<file path="src/rtl/inside_multi.sv">
// inside_multi: sequential multi-jammer range checker.
// Holds a K-entry jammer table (x, y, radius). On an accepted start it checks
// point P against every entry in turn, using one shared squarer. For each
// entry it spends three cycles: it squares dx, then adds dy squared, then
// squares the radius and compares.
//
// Ports:
//   clk, rst            clock (rising edge), asynchronous active-high reset
//   we, waddr, wx/wy/wr table write; accepted only while idle
//   start, xP, yP       begin evaluation; P and jam_en are latched on accept
//   jam_en              per-entry enable, latched on accept
//   busy, done          busy during SQX/SQY/CMP; done is a one-cycle pulse
//   in_mask/in_count    per-entry hit mask and its popcount
//   any_in              OR of in_mask
//
// state | meaning
// IDLE  | waiting for start; table writes accepted
// SQX   | acc = (xP - xJ[k])^2
// SQY   | acc += (yP - yJ[k])^2
// CMP   | compare acc against rJ[k]^2, update mask bit k
// DONE  | one-cycle done pulse, results valid
module inside_multi #(
  parameter int N = 8,
  parameter int K = 4,
  localparam int KW = $clog2(K),
  localparam int CW = $clog2(K + 1)
) (
  input  logic                clk,
  input  logic                rst,
  input  logic                we,
  input  logic [KW-1:0]       waddr,
  input  logic signed [N-1:0] wx,
  input  logic signed [N-1:0] wy,
  input  logic [N:0]          wr,
  input  logic                start,
  input  logic signed [N+1:0] xP,
  input  logic signed [N+1:0] yP,
  input  logic [K-1:0]        jam_en,
  output logic                busy,
  output logic                done,
  output logic [K-1:0]        in_mask,
  output logic [CW-1:0]       in_count,
  output logic                any_in
);

  typedef enum logic [2:0] {IDLE, SQX, SQY, CMP, DONE} state_t;

  state_t              state_q, state_d;
  logic                busy_q, busy_d;
  logic                done_q, done_d;
  logic [KW-1:0]       k_q, k_d;
  logic [2*N+6:0]      acc_q, acc_d;
  logic signed [N+1:0] xp_q, xp_d, yp_q, yp_d;
  logic [K-1:0]        en_q, en_d;
  logic [K-1:0]        in_mask_q, in_mask_d;
  logic [CW-1:0]       in_count_q, in_count_d;
  logic                any_in_q, any_in_d;

  logic signed [N-1:0] xj_q [K];
  logic signed [N-1:0] xj_d [K];
  logic signed [N-1:0] yj_q [K];
  logic signed [N-1:0] yj_d [K];
  logic [N:0]          rj_q [K];
  logic [N:0]          rj_d [K];

  // Shared squarer. The operand is N+3 bits signed, and the product is taken
  // at 2N+6 bits so that (-2^(N+2))^2 still fits.
  logic signed [N+2:0]   sq_op;
  logic signed [2*N+5:0] sq_ext;
  logic signed [2*N+5:0] sq_mul;
  logic [2*N+5:0]        sq_prod;
  logic                  hit;

  assign sq_ext  = {{(N+3){sq_op[N+2]}}, sq_op};
  assign sq_mul  = sq_ext * sq_ext;
  assign sq_prod = sq_mul;

  function automatic logic [CW-1:0] popcnt(input logic [K-1:0] m);
    logic [CW-1:0] c;
    c = '0;
    for (int i = 0; i < K; i++) c = c + CW'(m[i]);
    return c;
  endfunction

  // Squarer operand select: dx in SQX, dy in SQY, zero-extended radius in CMP.
  always_comb begin
    sq_op = '0;
    case (state_q)
      SQX: sq_op = {xp_q[N+1], xp_q} - {{3{xj_q[k_q][N-1]}}, xj_q[k_q]};
      SQY: sq_op = {yp_q[N+1], yp_q} - {{3{yj_q[k_q][N-1]}}, yj_q[k_q]};
      CMP: sq_op = {2'b00, rj_q[k_q]};
      default: sq_op = '0;
    endcase
  end

  always_comb begin
    state_d    = state_q;
    busy_d     = busy_q;
    done_d     = 1'b0;
    k_d        = k_q;
    acc_d      = acc_q;
    xp_d       = xp_q;
    yp_d       = yp_q;
    en_d       = en_q;
    in_mask_d  = in_mask_q;
    in_count_d = in_count_q;
    any_in_d   = any_in_q;
    xj_d       = xj_q;
    yj_d       = yj_q;
    rj_d       = rj_q;
    hit        = 1'b0;
    case (state_q)
      IDLE: begin
        // The write lands at the same edge as start, so that evaluation sees it.
        if (we && (32'(waddr) < K)) begin
          xj_d[waddr] = wx;
          yj_d[waddr] = wy;
          rj_d[waddr] = wr;
        end
        if (start) begin
          xp_d       = xP;
          yp_d       = yP;
          en_d       = jam_en;
          in_mask_d  = '0;
          in_count_d = '0;
          any_in_d   = 1'b0;
          k_d        = '0;
          busy_d     = 1'b1;
          state_d    = SQX;
        end
      end
      SQX: begin
        acc_d   = {1'b0, sq_prod};
        state_d = SQY;
      end
      SQY: begin
        acc_d   = acc_q + {1'b0, sq_prod};
        state_d = CMP;
      end
      CMP: begin
        hit            = (acc_q <= {1'b0, sq_prod});
        in_mask_d[k_q] = hit & en_q[k_q];
        in_count_d     = popcnt(in_mask_d);
        any_in_d       = |in_mask_d;
        if (k_q == KW'(K - 1)) begin
          busy_d  = 1'b0;
          done_d  = 1'b1;
          state_d = DONE;
        end else begin
          k_d     = k_q + 1'b1;
          state_d = SQX;
        end
      end
      DONE: state_d = IDLE;
      default: begin
        busy_d  = 1'b0;
        state_d = IDLE;
      end
    endcase
  end

  always_ff @(posedge clk or posedge rst) begin
    if (rst) begin
      state_q    <= IDLE;
      busy_q     <= 1'b0;
      done_q     <= 1'b0;
      k_q        <= '0;
      acc_q      <= '0;
      xp_q       <= '0;
      yp_q       <= '0;
      en_q       <= '0;
      in_mask_q  <= '0;
      in_count_q <= '0;
      any_in_q   <= 1'b0;
      xj_q       <= '{default: '0};
      yj_q       <= '{default: '0};
      rj_q       <= '{default: '0};
    end else begin
      state_q    <= state_d;
      busy_q     <= busy_d;
      done_q     <= done_d;
      k_q        <= k_d;
      acc_q      <= acc_d;
      xp_q       <= xp_d;
      yp_q       <= yp_d;
      en_q       <= en_d;
      in_mask_q  <= in_mask_d;
      in_count_q <= in_count_d;
      any_in_q   <= any_in_d;
      xj_q       <= xj_d;
      yj_q       <= yj_d;
      rj_q       <= rj_d;
    end
  end

  assign busy     = busy_q;
  assign done     = done_q;
  assign in_mask  = in_mask_q;
  assign in_count = in_count_q;
  assign any_in   = any_in_q;

endmodule

</file>
<file path="config.mk">
export PLATFORM = sky130hd
export DESIGN_NAME = inside_multi
export DESIGN_NICKNAME = d
export VERILOG_FILES = /design/src/rtl/inside_multi.sv
export SDC_FILE = /design/constraint.sdc
export NUM_CORES = 1
export LEC_CHECK = 0
export CORE_ASPECT_RATIO = 0.5
export CORE_UTILIZATION = 40
export DETAILED_ROUTE_END_ITERATION = 8
export PLACE_DENSITY_LB_ADDON = 0.08
export SYNTH_ARGS = -nofsm -noshare
export SYNTH_HDL_FRONTEND = slang
export SYNTH_SLANG_ARGS = --single-unit
</file>
<file path="constraint.sdc">
create_clock -name clk -period 25.3 [get_ports clk]
set_input_delay 5.06 -clock clk [delete_from_list [all_inputs] [get_ports clk]]
set_output_delay 5.06 -clock clk [all_outputs]
set_load 0.02 [all_outputs]
</file>
**Yosys cells after proc, flatten, opt, wreduce, memory -nomap -nowiden**

Index checks and enable logic that the tools add are counted.

- Div/mod/pow operators: 0
- Add/subtract/negate cells: 7
- Muxes and demuxes: 40
- $lt $le $gt $ge: 6
- Multiply operators: 1
- Bitwise operators: 4
- Eq/ne operators: 8
- Reductions and logical operators: 12
- Shift operators: 0

Operators with widths:

| cell | count |
|---|---|
| bitwise mux 32 bit | 2 |
| case mux 23 bit (2 select lines) | 1 |
| two-way mux 8 bit | 5 |
| bitwise mux 36 bit | 1 |
| case mux 11 bit (3 select lines) | 1 |
| binary-select mux 8 bit (select 2 bit) | 2 |
| two-way mux 9 bit | 3 |
| adder 23 x 22 -> 23 bit | 1 |
| less-or-equal comparator 23 x 22 -> 1 bit | 1 |
| multiplier 11 x 11 -> 22 bit | 1 |
| subtractor 10 x 8 -> 11 bit | 2 |
| binary-select mux 9 bit (select 2 bit) | 1 |
| demux 9 bit (select 2 bit) | 1 |
| demux 8 bit (select 2 bit) | 1 |
| case mux 3 bit (4 select lines) | 1 |
| two-way mux 3 bit | 3 |
| case mux 4 bit (2 select lines) | 1 |
| two-way mux 1 bit | 7 |
| == test 3 x 2 -> 1 bit (second input constant) | 2 |
| >= comparator 3 bit (second input constant) | 2 |
| != test 2 bit (second input constant) | 3 |
| NOT 2 -> 3 bit | 2 |
| case mux 3 bit (2 select lines) | 1 |
| AND reduction 2 bit | 3 |
| other kinds (26) | 30 |

- Memory bits (writable): 0
- Latch bits: 0
- Flip-flop bits (word level): 162
- Memory bits (read-only): 0
- Logic and storage cells: 101
- Output and inout bits: 10
- Bits of input ports: 55
- Memories kept: 0

**Longest topological paths before layout**

- Depth after elaboration: 14
- Mapped depth: 51
- Mapped depth without buffers: 48

**Least setup slack after synthesis**

OpenSTA, ideal clock, no wires.

- Kind: flip-flop to flip-flop
- Start point: register k_q[0]
- End point: register in_count_q[1], in the netlist in_count[1]
- Data required time: 25.179 ns
- Path buffers: 4
- Path slack: 13.372 ns
- Arrival: 11.807 ns
- Cell stages (with the launch flop): 45
- Clock period less this slack: 11.928 ns
- Setup time: 0.121 ns
- Path through: dfrtp_1 > clkbuf_1 > clkbuf_1 > clkbuf_1 > mux4_2 > ha_1 > inv_1 > fa_1 > a211oi_1 > nor2_1 > o21a_1 > o21ai_0 > nand2b_1 > a21oi_1 > xnor2_1 > a221oi_1 > inv_1 > nand2_1 > [... 9 more ...] > nand2_1 > nor3_1 > o311ai_0 > a311o_1 > a31oi_1 > nor2_1 > xnor2_1 > xnor2_2 > ha_1 > clkbuf_1 > or4b_2 > o2111ai_4 > and2_1 > a21oi_1 > fa_1 > ha_1 > ha_1 > a22o_1

- Cells in the longest elaborated chain, start to end: 14
- Elaborated cells on any way between the ends: 28
- Classes of those cells: add/sub: 5; mul: 1; order compare: 3; mux: 16; bitwise: 2; reduce/logical: 1

RTL lines:

| item | line | source |
|---|---|---|
| start, declared | 51 | `logic [KW-1:0] k_q, k_d;` |
| start signal, assigned | 182 | `k_q <= k_d;` |
| NOT 2 -> 3 bit (not written as such) | 89, 90, 91 |  |
| binary-select mux 8 bit (select 2 bit) (on tied branches) | 90, 89 |  |
| two-way mux 8 bit (on tied branches) (2 in series) | 90, 89 |  |
| subtractor 10 x 8 -> 11 bit (on tied branches) | 90, 89 |  |
| case mux 11 bit (3 select lines) | 88 | `case (state_q)` |
| multiplier 11 x 11 -> 22 bit | 75 | `assign sq_mul = sq_ext * sq_ext;` |
| less-or-equal comparator 23 x 22 -> 1 bit | 141 | `hit = (acc_q <= {1'b0, sq_prod});` |
| AND 1 bit | 142 | `in_mask_d[k_q] = hit & en_q[k_q];` |
| bitwise mux 4 bit (*) | 142 |  |
| adder 1 x 1 -> 2 bit | 81 | `for (int i = 0; i < K; i++) c = c + CW'(m[i]);` |
| adder 2 x 1 -> 3 bit | 81 |  |
| adder 3 x 1 -> 3 bit (*) | 81 |  |
| case mux 3 bit (2 select lines) (*) | 112 | `case (state_q)` |
| end signal, assigned | 188 | `in_count_q <= in_count_d;` |
| end, declared | 56 | `logic [CW-1:0] in_count_q, in_count_d;` |

Every way passes the cells marked *; elsewhere a longest branch is shown, timed or not. The select of a mux whose other input is x is not followed.
A chain may end at the register's enable or synchronous reset.

**Worst setup path in the final report**

Ends and elaborated chain as after synthesis.

==> flow_metrics.env <==
export IMPL_run_status="finished clean"
export IMPL_drt_first_iter_violations=589
export IMPL_io_buffers=64
export IMPL_cts_root_to_sink_buffers=2
export IMPL_synthArstFlopShare=1.00
export IMPL_dr_max_layer_used="met4"
export IMPL_cts_tree="done"
export IMPL_post_cts_setup_repair_bufs=0
export IMPL_ctsHtreeMaxLevel=4
export IMPL_io_pins=65
export IMPL_timing_rr_end="in_count[1]"
export IMPL_maxSlewHeadroom=0.227
export IMPL_post_cts_resized_instances=0
export IMPL_setup_violations=0
export IMPL_cts_buffers=17
export IMPL_cap_viol_max_count=0
export IMPL_placeableCoreArea_um2=33500
export IMPL_cp_startpoint="k_q[0]"
export IMPL_min_delay_path_depth=1
export IMPL_critical_path_required_ps=25620
export IMPL_syn_to_final_growth_pct=12.4
export IMPL_place_congestion=0.886
export IMPL_grtUsageTotal=0.204
export IMPL_reg2regPathDepth=47
export IMPL_grt_pass1_vias=10607
export IMPL_arrival_ps=12430
export IMPL_reg2reg_slack_ps=13190
export IMPL_crit_path_max_incr_delay_ps=610
export IMPL_pin_count_of_the_biggest_net_entering_global_routing=83
export IMPL_wire_per_inst_um=18.0
export IMPL_ys_warn_count=0
export IMPL_antenna_left=0
export IMPL_timing_fmax_mhz=82.6
export IMPL_critPathMaxFanout=27
export IMPL_drt_drc_violations_left=0
export IMPL_start_util=0.412
export IMPL_final_net_count=1668
export IMPL_fp_dieH_um=133
export IMPL_multiInputGateArea_um2=8760
export IMPL_skew_ps=19.3
export IMPL_synth_lib_cells_used_distinct=81
export IMPL_postSynthAreaPerCell_um2=10.2
export IMPL_timing_final_max_slew_violations=0
export IMPL_hold_class="reg -> reg"
export IMPL_dr_wl_met3_um=1190
export IMPL_end_kind="flip-flop"
export IMPL_setup_repair_after_global_routing_missed_its_margin="no"
export IMPL_path_clk_slew_ps=70
export IMPL_firstDrtPassIters=5
export IMPL_synth_enable_flop_cells=0
export IMPL_worst_r2r_startpoint="k_q[0]"
export IMPL_num_vias=9843
export IMPL_yosys_register_bits=162
export IMPL_die_area_um2=35300
export IMPL_fin_crit_sh=0.479
export IMPL_die_width_um=265
export IMPL_synth_area_um2=13800
export IMPL_wl_met1_um=16300
export IMPL_cts_sink_count=162
export IMPL_drive_gt1_frac=0.152
export IMPL_ys_seq_area_frac=0.294
export IMPL_final_period_minus_worst_setup_slack_ps=12110
export IMPL_synthCells=1348
export IMPL_detail_route_wirelength_um=33400
export IMPL_std_cell_rows=47
export IMPL_criticalPathCategory="reg -> reg"
export IMPL_met2_length_um=15500
export IMPL_nFillCells=3179
export IMPL_max_slew_worst_pin_slew_ps=1150
export IMPL_synthFlopType="sky130_fd_sc_hd__dfrtp_1"
export IMPL_insertion_delay_ps=450
export IMPL_layout_area_seq_um2=4060
export IMPL_timing_critical_path_mode_cell="sky130_fd_sc_hd__fa_1"
export IMPL_grt_remaining_overflow=0
export IMPL_crit_path_start_kind="flip-flop"
export IMPL_timing_final_hold_violations=0
export IMPL_timing_hold_worst_endpoint="in_count[2]"
export IMPL_cts_hold_fix_buffers=0
export IMPL_clock_root_buffer="sky130_fd_sc_hd__clkbuf_16"
export IMPL_holdCritStartpoint="in_count[2]"
export IMPL_slowest_stage="sky130_fd_sc_hd__a221oi_1"
export IMPL_hpwlAfterDp_um=25400
export IMPL_viasPerCell=5.31
export IMPL_synth_nets=1617
export IMPL_number_of_antenna_violations_at_the_first_check_in_global_routing=0
export IMPL_grt_pass1_wl_um=56000
export IMPL_final_setup_tns_ps=0
==> sequential cells by signal, summed over array words and instances (netlist names) <==
register	cells
rj_q	36
xj_q	32
yj_q	32
acc_q	23
xp_q	10
yp_q	10
en_q	4
in_mask	4
in_count	3
state_q	3
k_q	2
any_in	1
busy	1
done	1
==> through the flow <==
step / std cells / hold WS (ps) / setup WS (ps) / utilization / cell area [µm²]
floorplan: 1348 / 474 / 13370 / - / 13800
global placement: 1821 / 482 / 13690 / 0.445 / 14900
detailed placement: 1821 / 488 / 13290 / 0.445 / 14900
CTS: 1853 / 504 / 13230 / 0.463 / 15500
global route: 1853 / 513 / 12040 / 0.463 / 15500
finish: 1854 / 503 / 13190 / 0.463 / 15500
==> synthesized netlist by cell type, drive strengths merged (5+ instances only) <==
cell / number / area (µm²)
o21bai: 7 / 52.6
nand2: 86 / 325
o21ai: 50 / 250
or3: 7 / 48.8
a31oi: 14 / 93.8
dfrtp: 162 / 4050
a221oi: 5 / 43.8
and3: 5 / 31.3
a21oi: 77 / 389
a21o: 16 / 120
ha: 111 / 1390
nor2: 87 / 327
xnor2: 38 / 340
a2111oi: 5 / 62.6
a22o: 8 / 70.1
nand2b: 7 / 43.8
and2: 7 / 43.8
nor3: 15 / 80.1
nand3: 11 / 55.1
mux2: 123 / 1390
nor2b: 8 / 50.1
mux4: 26 / 586
o21a: 17 / 128
xor2: 15 / 131
clkbuf: 34 / 128
fa: 103 / 2060
inv: 222 / 836
buf: 9 / 41.3
a211oi: 7 / 52.6
==> per-layer routing <==
layer  up-vias  track usage
met4         0       0.0450
met5         -            0
li1       4666            -
met2       157        0.331
met1      4995        0.287
met3        25       0.0366
==> final cells by class <==
type / instances / area share
well taps: 441 / 0.0356
clock buffers: 17 / 0.0274
clock inverters: 15 / 0.0103
diodes: 1 / 0.000161
repair buffers: 75 / 0.0466
flip-flops and latches: 162 / 0.261
inverters: 222 / 0.0542
multi-input cells: 921 / 0.564
==> critical path, delay by kind of cell, from the launching register on <==
| kind | cells | cell delay (ps) |
|---|---|---|
| muxes | 1 | 330 |
| AOI/OAI and AO/OA | 15 | 3430 |
| adders and majority gates | 12 | 4650 |
| and+or+nand+nor | 10 | 1670 |
| DFF | 1 | 380 |
| xor gates and xnor gates | 2 | 330 |
| buffers and inverters | 7 | 1130 |
==> cells in the final DEF, fill, tap and decap left out, drive strengths merged, types with 8 or more instances in the layout <==
master / count
mux4: 26
a21oi: 77
mux2: 123
clkbuf: 17
nor2b: 8
nor3: 15
xor2: 15
clkdlybuf4s50: 64
o21a: 17
inv: 231
a22o: 8
a21o: 16
ha: 111
xnor2: 38
a31oi: 14
dfrtp: 162
buf: 11
nor2: 87
nand3: 11
nand2: 86
o21ai: 50
fa: 103
==> kinds of logic after synthesis <==
kind of cell,Yosys count,share of synthesized area
flops,162,0.294
mux,153,0.146
simple gates,255,0.0848
compound gates,246,0.119
xor+xnor,53,0.0342
fa+ha+maj,214,0.250
buf+inv,265,0.0728
==> worst max path at each step <==
stage	slack, ps	cells after the start	to
global placement	13690	49	in_count[1]
CTS	13230	47	in_count[1]
finish	13190	47	in_count[1]
floorplan	13370	44	in_count[1]
global route	12040	49	in_count[1]
detailed placement	13290	47	in_count[1]
Power is left out: the tool's default activity adds up to more than one toggle a clock period on the data nets, which glitch-free logic cannot reach.
